## src/rtl/poly_stream_sink.sv

```systemverilog
// poly_stream_sink: receiving end of the z coefficient stream from the
// polynomial multiplier. It captures one frame of N coefficients into a
// local buffer and checks the framing against z_last. It flags framing
// errors and overruns. A registered random-access read port serves the
// captured frame until the buffer is released.
//
// Handshake: a beat transfers on a rising edge where z_vld and z_rdy are
// both high. z_rdy does not depend on z_vld. Upstream may not withdraw a
// beat, and it treats the interface as always ready, so any z_vld seen
// while z_rdy is low is recorded as an overrun and the beat is dropped.
//
// Buffer release input: buf_release.
module poly_stream_sink #(
    parameter int N  = 16,
    parameter int QW = 64,
    parameter int AW = $clog2(N)
) (
    input  logic          clk,
    input  logic          s_rst,
    input  logic          z_vld,
    output logic          z_rdy,
    input  logic [QW-1:0] z,
    input  logic          z_last,
    input  logic          rd_en,
    input  logic [AW-1:0] rd_addr,
    output logic [QW-1:0] rd_data,
    output logic          rd_vld,
    input  logic          buf_release,
    output logic          full,
    output logic [AW:0]   frame_len,
    output logic          err_last,
    output logic          err_ovf
);

    localparam logic [0:0] ST_RECV = 1'b0;
    localparam logic [0:0] ST_FULL = 1'b1;

    logic [0:0]    state;
    logic [AW-1:0] wr_idx;
    logic [QW-1:0] mem [N];

    logic accept;
    logic at_end;
    logic in_range;

    // Ready only while collecting a frame, and never during reset.
    assign z_rdy    = (state == ST_RECV) && !s_rst;
    assign full     = (state == ST_FULL);
    assign accept   = z_vld && z_rdy;
    assign at_end   = (wr_idx == AW'(N - 1));
    // Addresses beyond the captured frame read as zero.
    assign in_range = ({1'b0, rd_addr} < frame_len);

    // Buffer write port: no reset, because contents are only read after a write.
    always_ff @(posedge clk) begin
        if (accept) begin
            mem[wr_idx] <= z;
        end
    end

    // Frame FSM, framing/overrun flags and the registered read port.
    always_ff @(posedge clk) begin
        if (s_rst) begin
            state     <= ST_RECV;
            wr_idx    <= '0;
            frame_len <= '0;
            rd_vld    <= 1'b0;
            rd_data   <= '0;
            err_last  <= 1'b0;
            err_ovf   <= 1'b0;
        end else begin
            rd_vld <= 1'b0;
            case (state)
                ST_RECV: begin
                    if (accept) begin
                        wr_idx <= wr_idx + AW'(1);
                        if (at_end) begin
                            // Buffer filled. A missing z_last means the
                            // upstream frame is longer than N.
                            frame_len <= (AW+1)'(N);
                            state     <= ST_FULL;
                            if (!z_last) begin
                                err_last <= 1'b1;
                            end
                        end else if (z_last) begin
                            // The frame was terminated before N coefficients.
                            err_last  <= 1'b1;
                            frame_len <= {1'b0, wr_idx} + (AW+1)'(1);
                            state     <= ST_FULL;
                        end
                    end
                end
                ST_FULL: begin
                    if (z_vld) begin
                        err_ovf <= 1'b1;
                    end
                    if (rd_en) begin
                        rd_vld  <= 1'b1;
                        rd_data <= in_range ? mem[rd_addr] : '0;
                    end
                    // A read issued together with the release still sees the
                    // old data, because no write can land before this edge.
                    if (buf_release) begin
                        state  <= ST_RECV;
                        wr_idx <= '0;
                    end
                end
                default: begin
                    state <= ST_RECV;
                end
            endcase
        end
    end

endmodule
```

## config.mk

```make
export PLATFORM = sky130hd
export DESIGN_NAME = poly_stream_sink
export DESIGN_NICKNAME = d
export VERILOG_FILES = /design/src/rtl/poly_stream_sink.sv
export SDC_FILE = /design/constraint.sdc
export NUM_CORES = 1
export LEC_CHECK = 0
export ABC_AREA = 1
export CELL_PAD_IN_SITES_DETAIL_PLACEMENT = 2
export CELL_PAD_IN_SITES_GLOBAL_PLACEMENT = 2
export CORE_MARGIN = 5
export CORE_UTILIZATION = 44
export CTS_BUF_LIST = sky130_fd_sc_hd__clkbuf_2
export CTS_CLUSTER_DIAMETER = 60
export DETAILED_ROUTE_END_ITERATION = 8
export GPL_TIMING_DRIVEN = 1
export PLACE_DENSITY_LB_ADDON = 0.1
export REMOVE_ABC_BUFFERS = 1
export SYNTH_ARGS = -nofsm -noshare
export SYNTH_HDL_FRONTEND = slang
export SYNTH_SLANG_ARGS = --single-unit
export TNS_END_PERCENT = 5
```

## constraint.sdc

```tcl
create_clock -name clk -period 9.7 [get_ports clk]
set_input_delay 2.91 -clock clk [delete_from_list [all_inputs] [get_ports clk]]
set_output_delay 2.91 -clock clk [all_outputs]
set_load 0.1 [all_outputs]
```

==> reports/qor.yml, run 1 <==
outcome: "completed"
hold_viol: 0
p_clk_share_pct: 36.6
synth_edf_count: 1024
slew_headroom_pct: 8.91
cts_buffer_depth: 4
ys.warnings.count: 0
placementRows: 115
nNetsFinal: 3915
ys_seq_area_share_pct: 74.1
synth-main-ff-cell: "edfxtp_1"
cellLeakagePower_nw: 17.3
max_clock_freq_mhz: 132
placed_cells: 4814
via_count: 30800
finalPower_mw: 9.17
cp_data_arrival_time_ns: 4.66
routed_via_density: 5.76
path_max_fanout: 35
ioPinCount: 148
worst_setup_path_end_kind: "output port"
slew_viol_final: 0
crit_chain: "buf_4 > nor2_1 > clkdlybuf4s50_1"
synthArstFlopShare_pct: 0
grt_max_degree: 178
cts_inserted_buffers: 304
grt_usage_pct: 27.4
post-route-cell-area_um2: 48400
peakVddDrop_mv: 0.103
finalCritPeriodShare_pct: 78.1
postSynthCellCount: 3561
cts-root-buf: "clkbuf_2"
post_cts_resized: 0
die_area_um2: 105000
hold_slack_ns: 0.465
dieWidth_um: 325
slowest_stage: "clkdlybuf4s50_1"
htreeDepth: 5
cellPowerDensity_nw_per_um2: 189
final-setup-viol-count: 0
syn_avg_cell_area_um2: 12.2
hp-class: "flip-flop to flip-flop"
drive_above_1_share_pct: 13.9
fin_tns_setup_ns: 0
wl_per_cell_um: 27.5
swShare_pct: 26.5
ys_ff_latch: 1101
overflow: 0
worst_pin_slew_ns: 1.37
finalWeightedCongestion: 0.727
critPathKind: "primary input to output port"
drt_wl_total_mm: 147
cpLargestDelayFamily: "buffers and inverters"
final_cells: 5340
cts_tree: "built"
startpoint_type: "primary input"
initial_core_util_pct: 44.3
drv_cap: 0
intPower_mw: 6.74
clk_pin_slew_ns: 0.09
drtIter0Drc: 2431
pwr-share-comb_pct: 6.3
drc: 0
dr.pass1.iters: 5
rsz0062_at_grt: "false"
synth_cell_types: 26
postCtsSetupBuffers: 0
layout_commonest_cell: "nand2_1"
insertion_delay_ns: 1.52
die_y_um: 325
cts_num_sinks: 1101
placed_area_um2: 45700
power_switching_mw: 2.43
slowest_delay_ns: 1.18
portBuffers: 147
syn_area_um2: 43600
min_period_ns: 7.57
ant_nets: 0
grt_pass1_vias: 34800
cts_hold_buf: 0
grt_pass1_wl_mm: 218
crit_buf_inv: 2
antenna_found_initial: 9
cp_data_required_time_ns: 6.79
area_growth_syn_to_layout_pct: 11.1
layout_common_cells: "1119 x nand2_1, 1024 x edfxtp_1, 958 x nand3_1"
clock_skew_ns: 0.122
core_um2: 98300
pwr-share-seq_pct: 57.1
dp_hpwl_mm: 74.4
-- area by class of cell --
class                      instances  area (um^2)
timing repair buffer             199         1880
fill                            9826        49900
sequential                      1101        32300
multi-input combinational       2194         9780
tap                             1287         1610
antenna                            8         20.0
clock inverter                    54          343
clock buffer                     464         2320
inverter                          33          151
-- registers in the layout, summed over array words and instances (netlist names) --
signal	cells
full	1
rd_vld	1
err_ovf	1
rd_data	64
mem	1024
frame_len	5
err_last	1
wr_idx	4
-- path summary, 6_finish.rpt --
kind                to  cells after the start  slack [ns]  startpoint
max              z_rdy                      3        2.13       s_rst
min           err_last                      2        0.47    err_last
max reg2reg  mem[8][1]                      7        6.17        full
min reg2reg   err_last                      2        0.47    err_last
-- synthesized netlist by cell type (all sizes together) (3+ instances only) --
cell / count / area share (%)
nand2: 1121 / 9.7
edfxtp: 1024 / 71
nand3: 959 / 11
buf: 196 / 3.1
dfxtp: 77 / 3.5
a21oi: 74 / 0.85
clkbuf: 37 / 0.32
inv: 32 / 0.29
nor2: 20 / 0.23
ha: 8 / 0.23
o21ai: 4 / 0.046
nor3: 3 / 0.034
-- layer usage --
layer	vias up	global-route usage [%]	wire length (um)
met5	-	0	11
met4	2	8.99	3310
li1	13400	-	-
met1	16200	33.4	58200
met2	1023	48.8	76800
met3	234	5.69	8720
-- per-stage QoR --
stage | utilization [%] | setup WS, ns
final | 49.2 | 2.13
after detailed placement | 46.5 | 2.10
after global placement | 46.5 | 2.10
after CTS | 49.2 | 2.09
after global routing | 49.2 | 2.06
after floorplan | - | 0.262
-- worst register-to-register path: stages, from the launching register on --
cell	delay [ns]
dfxtp_1	0.39
nor2_1	0.20
nand2_2	0.19
clkinv_1	0.20
nand2_1	0.32
nor2_4	0.58
buf_4	0.59
buf_4	0.67
-- cell families after synthesis --
| family | count (synthesis) | share of synthesized area, % |
|---|---|---|
| flip-flops | 1101 | 74.1 |
| AND/OR/NAND/NOR | 2105 | 21.0 |
| adder cells (fa/ha/maj) | 8 | 0.230 |
| AO/OA/AOI/OAI | 79 | 0.913 |
| XOR/XNOR | 2 | 0.0402 |
| buffers and inverters | 266 | 3.71 |
-- power by group through the flow --
| stage | Clock (mW) | Combinational [mW] | Sequential (mW) |
|---|---|---|---|
| after floorplan | 0 | 0.235 | 5.36 |
| after global placement | 0 | 0.535 | 5.34 |
| after detailed placement | 0 | 0.576 | 5.34 |
| after CTS | 3.44 | 0.585 | 5.23 |
| after global routing | 3.73 | 0.628 | 5.24 |
| final | 3.36 | 0.582 | 5.23 |
No activity file was read; power rests on OpenSTA's default activity.
==> run 2, diff against run 1 <==
--- a/config.mk
+++ b/config.mk
@@ -9,7 +9,7 @@
 export CELL_PAD_IN_SITES_DETAIL_PLACEMENT = 2
 export CELL_PAD_IN_SITES_GLOBAL_PLACEMENT = 2
 export CORE_MARGIN = 5
-export CORE_UTILIZATION = 44
+export CORE_UTILIZATION = 40
 export CTS_BUF_LIST = sky130_fd_sc_hd__clkbuf_2
 export CTS_CLUSTER_DIAMETER = 60
 export DETAILED_ROUTE_END_ITERATION = 8
==> constraint.sdc (replaced) <==
create_clock -name clk -period 6.4 [get_ports clk]
set_input_delay 1.92 -clock clk [delete_from_list [all_inputs] [get_ports clk]]
set_output_delay 1.92 -clock clk [all_outputs]
set_load 0.1 [all_outputs]
==> run 2 against run 1 <==
  * Final cell count grew 2.8%
  * Sequential power rose by 52%
  * Non-clock buffer count is 9 higher
  * Critical endpoint is now rd_data[57]
  * Power is 52% higher
==> reports/qor.yml, run 2 (same netlist as run 1, synthesis figures left out) <==
slew_headroom_pct: 7.15  # -1.8 points
area_growth_syn_to_layout_pct: 12.5
final_cells: 5490  # +2.8%
dp_hpwl_mm: 74.1  # -0.39%
layout_commonest_cell: "nand2_1"
max_clock_freq_mhz: 196
cp_data_required_time_ns: 4.48  # -2.31 ns
outcome: "completed"
crit_path_end: "rd_data[57]"
cts_buffer_depth: 4  # unchanged
critPathKind: "flip-flop to output port"
placed_area_um2: 46300  # +1.2%
hold_slack_ns: 0.475  # +0.00938 ns
die_y_um: 340  # +4.7%
startpoint_type: "flip-flop"
drt_wl_total_mm: 145  # -1.7%
drc: 0  # unchanged
path_max_fanout: 2  # -94%
slowest_stage: "clkdlybuf4s50_1"
worst_pin_slew_ns: 1.39  # +0.0264 ns
wl_per_cell_um: 26.3  # -4.4%
insertion_delay_ns: 1.55  # +0.03 ns
postCtsSetupBuffers: 0  # unchanged
grt_usage_pct: 24.7  # -2.7 points
nNetsFinal: 3930  # +0.38%
cp_data_arrival_time_ns: 3.18  # -1.48 ns
cpLargestDelayFamily: "buffers and inverters"
cts_hold_buf: 0  # unchanged
post_cts_resized: 0  # unchanged
grt_pass1_wl_mm: 215  # -1.5%
n_fill_cell: 10900  # +11%
crit_start: "rd_data[57]"
grt_max_degree: 188  # +5.6%
peakVddDrop_mv: 0.112  # +9.2%
cts-root-buf: "clkbuf_2"
min_period_ns: 5.10
r2r_slack_ns: 3.40  # -2.77 ns
crit_buf_inv: 1  # -1
via_count: 30500  # -1.1%
r2r-start: "frame_len[2]"
crit_chain: "clkdlybuf4s50_1"
placementRows: 121  # +5.2%
cts_tree: "built"
ant_nets: 0  # unchanged
regMostFlops: "mem"
reg_top3: "mem: 1024 flops, rd_data: 64 flops, frame_len: 5 flops"
finalCritPeriodShare_pct: 79.7
ioPinCount: 148  # unchanged
overflow: 0  # unchanged
post-route-cell-area_um2: 49000  # +1.3%
layout_common_cells: "1119 x nand2_1, 1024 x edfxtp_1, 958 x nand3_1"
rsz0062_at_grt: "false"
clk_pin_slew_ns: 0.09  # about the same
drtIter0Drc: 2224  # -8.5%
antenna_found_initial: 9  # unchanged
grt_pass1_vias: 34000  # -2.4%
slowest_delay_ns: 1.21  # +0.03 ns
worst_r2r_endpoint: "rd_data[29]"
dieWidth_um: 340  # +4.7%
cts_num_sinks: 1101  # unchanged
initial_core_util_pct: 40.1  # -4.2 points
htreeDepth: 5  # unchanged
placed_cells: 4950  # +2.8%
critical_path_depth: 1  # -2
cts_inserted_buffers: 310  # +2.0%
slew_viol_final: 0  # unchanged
final-setup-viol-count: 0  # unchanged
r2r.worst_path.cells: 10  # +3
finalWeightedCongestion: 0.742  # +2.0%
largest_reg_flops: 1024  # unchanged
hp-class: "flip-flop to flip-flop"
cellPowerDensity_nw_per_um2: 285  # +50%
portBuffers: 147  # unchanged
hold_viol: 0  # unchanged
die_area_um2: 116000  # +9.7%
dr.pass1.iters: 8  # +3
drive_above_1_share_pct: 14.3  # +0.38 points
cellLeakagePower_nw: 17.5  # +1.1%
clock_skew_ns: 0.162  # +0.0406 ns
worst_setup_path_end_kind: "output port"
routed_via_density: 5.55  # -3.8%
drv_cap: 0  # unchanged
core_um2: 109000  # +10%
## run 2: final cells by class
cell class              instances  area (um^2)  area share [%]
clock buffers                 476         2380            4.86
flip-flops and latches       1101        32300            65.9
inverters                      33          154           0.314
diodes                          5         12.5          0.0255
repair buffers                208         2270            4.63
multi-input cells            2194         9780            20.0
well taps                    1414         1770            3.61
clock inverters                59          364           0.743
## run 2: power breakdown
group / leakage (nW) / total, mW / internal [mW] / switching, mW
logic: 5.48 / 0.891 / 0.220 / 0.671
registers: 9.84 / 7.93 / 7.91 / 0.0204
clock network: 2.15 / 5.14 / 2.15 / 3.00
## run 2: metal layers
layer | global-route usage (%) | share of wire, % | up-vias | wire length, um
met5 | 0 | 0.0090 | - | 13
met4 | 7.36 | 2.1 | 2 | 3030
met3 | 4.90 | 5.5 | 232 | 7920
met2 | 41.2 | 49 | 923 | 70500
met1 | 32.9 | 44 | 15900 | 63100
li1 | - | - | 13400 | -
## run 2: worst min-delay path by stage
stage / start / to / cells after the start
global placement: err_last / err_last / 2
finish: rd_data[56] / rd_data[56] / 2
floorplan: wr_idx[3] / wr_idx[3] / 2
CTS: rd_data[47] / rd_data[47] / 2
global route: rd_data[30] / rd_data[30] / 2
detailed placement: rd_data[24] / rd_data[24] / 2
## run 2: per-stage QoR
stage | setup TNS [ns] | util (%) | power [mW] | setup WS, ns
CTS | 0 | 45.2 | 14.1 | 1.06
detailed placement | 0 | 42.6 | 8.99 | 1.79
finish | 0 | 45.2 | 14.0 | 1.30
global route | 0 | 45.2 | 14.6 | 1.11
global placement | 0 | 42.6 | 8.94 | 1.90
floorplan | -830.98 | - | 8.49 | -2.05
==> run 3, diff against run 2 <==
--- a/config.mk
+++ b/config.mk
@@ -9,7 +9,7 @@
 export CELL_PAD_IN_SITES_DETAIL_PLACEMENT = 2
 export CELL_PAD_IN_SITES_GLOBAL_PLACEMENT = 2
 export CORE_MARGIN = 5
-export CORE_UTILIZATION = 40
+export CORE_UTILIZATION = 44
 export CTS_BUF_LIST = sky130_fd_sc_hd__clkbuf_2
 export CTS_CLUSTER_DIAMETER = 60
 export DETAILED_ROUTE_END_ITERATION = 8
==> constraint.sdc (replaced) <==
create_clock -name clk -period 4.9 [get_ports clk]
set_input_delay 1.47 -clock clk [delete_from_list [all_inputs] [get_ports clk]]
set_output_delay 1.47 -clock clk [all_outputs]
set_load 0.1 [all_outputs]
==> run 3 against run 2 <==
  * Global-route usage rose by 2.7 points
  * Worst hold slack better by 0.0012 ns
  * Die area shrank 8.8%
  * Register-to-register slack worse by 1.4 ns
  * Clock-buffer cell count is 33 lower
  * First-iteration DRC count grew 8.2%
  * Utilization increased by 4.5 points
==> reports/qor.yml, run 3 (same netlist as run 1, synthesis figures left out) <==
outcome: "completed"
core_um2: 98300  # -9.5%
layout_common_cells: "1119 x nand2_1, 1024 x edfxtp_1, 958 x nand3_1"
largest_reg_flops: 1024  # unchanged
area_growth_syn_to_layout_pct: 12.1
cellPowerDensity_nw_per_um2: 368  # +29%
routed_via_density: 5.74  # +3.6%
htreeDepth: 5  # unchanged
drv_cap: 0  # unchanged
drive_above_1_share_pct: 13.7  # -0.61 points
use_met2_pct: 47.1  # +5.8 points
die_area_um2: 105000  # -8.8%
drt_wl_total_mm: 146  # +1.1%
n_fill_cell: 9720  # -11%
slew_headroom_pct: 22.5  # +15 points
cellLeakagePower_nw: 17.4  # -0.51%
initial_core_util_pct: 44.3  # +4.2 points
grt_use_met3_pct: 5.79  # +0.90 points
hold_slack_ns: 0.476  # +0.00122 ns
post-route-cell-area_um2: 48800  # -0.38%
busiest_layer: "met2"
via_count: 30600  # +0.65%
power_switching_mw: 4.76  # +29%
max_clock_freq_mhz: 214
cpLargestDelayFamily: "buffers and inverters"
portBuffers: 147  # unchanged
insertion_delay_ns: 1.49  # -0.06 ns
cts_hold_buf: 0  # unchanged
fin_ws_ns: 0.237  # -1.07 ns
finalWeightedCongestion: 0.754  # +1.7%
hold_viol: 0  # unchanged
clock_skew_ns: 0.146  # -0.0166 ns
drtIter0Drc: 2407  # +8.2%
placementRows: 115  # -5.0%
finish.utilization_pct: 49.7  # +4.5 points
cts-root-buf: "clkbuf_2"
ant_nets: 0  # unchanged
drc: 0  # unchanged
die_y_um: 325  # -4.5%
cp_data_required_time_ns: 3.43  # -1.05 ns
slowest_delay_ns: 1.20  # about the same
wl_per_cell_um: 27.4  # +4.0%
cts_num_sinks: 1101  # unchanged
pwr-share-seq_pct: 57.6  # +0.8 points
dp_hpwl_mm: 79.3  # +7.0%
swShare_pct: 26.5  # +0.10 points
path_max_fanout: 2  # unchanged
critPathKind: "flip-flop to output port"
finalCritPeriodShare_pct: 95.2
final-setup-viol-count: 0  # unchanged
antenna_found_initial: 10  # +1
cts_inserted_buffers: 302  # -2.6%
final_cells: 5336  # -2.8%
cp_data_arrival_time_ns: 3.19  # about the same
nNetsFinal: 3925  # -0.13%
peakVddDrop_mv: 0.227  # +100%
post_cts_resized: 2  # +2
ioPinCount: 148  # unchanged
cts_buffer_depth: 4  # unchanged
grt_usage_pct: 27.3  # +2.7 points
layout_commonest_cell: "nand2_1"
rsz0062_at_grt: "false"
grt_use_met1_pct: 34.3  # +1.5 points
grt_pass1_wl_mm: 218  # +1.3%
grt_max_degree: 164  # -13%
min_period_ns: 4.66
crit_buf_inv: 1  # unchanged
reg_top3: "mem: 1024 flops, rd_data: 64 flops, frame_len: 5 flops"
crit_chain: "clkdlybuf4s50_1"
worst_pin_slew_ns: 1.16  # -0.233 ns
p_clk_share_pct: 35.8  # -1.0 points
overflow: 0  # unchanged
slew_viol_final: 0  # unchanged
grt_pass1_vias: 34700  # +2.2%
postCtsSetupBuffers: 0  # unchanged
fin_tns_setup_ns: 0  # unchanged
pwr-share-comb_pct: 6.6  # +0.2 points
place_ws_ns: 0.861  # -0.932 ns
dieWidth_um: 325  # -4.5%
clk_pin_slew_ns: 0.11  # +0.02 ns
placed_cells: 4826  # -2.5%
dr.pass1.iters: 5  # -3
finalPower_mw: 18.0  # +29%
intPower_mw: 13.2  # +29%
slowest_stage: "clkdlybuf4s50_1"
regMostFlops: "mem"
hp-class: "flip-flop to flip-flop"
worst_setup_path_end_kind: "output port"
startpoint_type: "flip-flop"
cts_tree: "built"
placed_area_um2: 46300  # about the same
-- run 3: cell types whose count changed in the layout (fill, tap and decap cells not counted), sizes merged --
cell           change
clkbuf            -33
inv                +3
dlygate4sd2        +2
bufinv             -1
buf                +3
clkdlybuf4s50      -2
diode              +3
clkinv             -2
-- run 3: layout make-up --
class | instances | area, um^2 | area share (%)
antenna | 8 | 20.0 | 0.0410
clock inverter | 59 | 333 | 0.681
multi-input combinational | 2194 | 9780 | 20.0
sequential | 1101 | 32300 | 66.1
clock buffer | 443 | 2220 | 4.54
tap | 1287 | 1610 | 3.30
inverter | 33 | 151 | 0.310
timing repair buffer | 211 | 2440 | 5.00
-- run 3: routing by layer --
layer	routed length [um]	share of wire, %	vias to the layer above
met5	13	0.0089	-
met4	3840	2.6	2
met3	8750	6.0	259
met2	73700	50	996
met1	59900	41	16000
li1	-	-	13400
-- run 3: power groups by stage --
stage	Combinational, mW	Clock (mW)	Sequential (mW)
floorplan	0.464	0	10.6
global placement	1.11	0	10.6
detailed placement	1.18	0	10.6
CTS	1.19	6.64	10.4
global route	1.28	7.17	10.4
finish	1.19	6.43	10.4
-- run 3: final timing paths --
path | cells after the start | end | slack (ns) | start
max | 1 | rd_data[5] | 0.24 | rd_data[5]
min | 2 | err_last | 0.48 | err_last
max reg2reg | 10 | rd_data[7] | 1.97 | frame_len[2]
min reg2reg | 2 | err_last | 0.48 | err_last
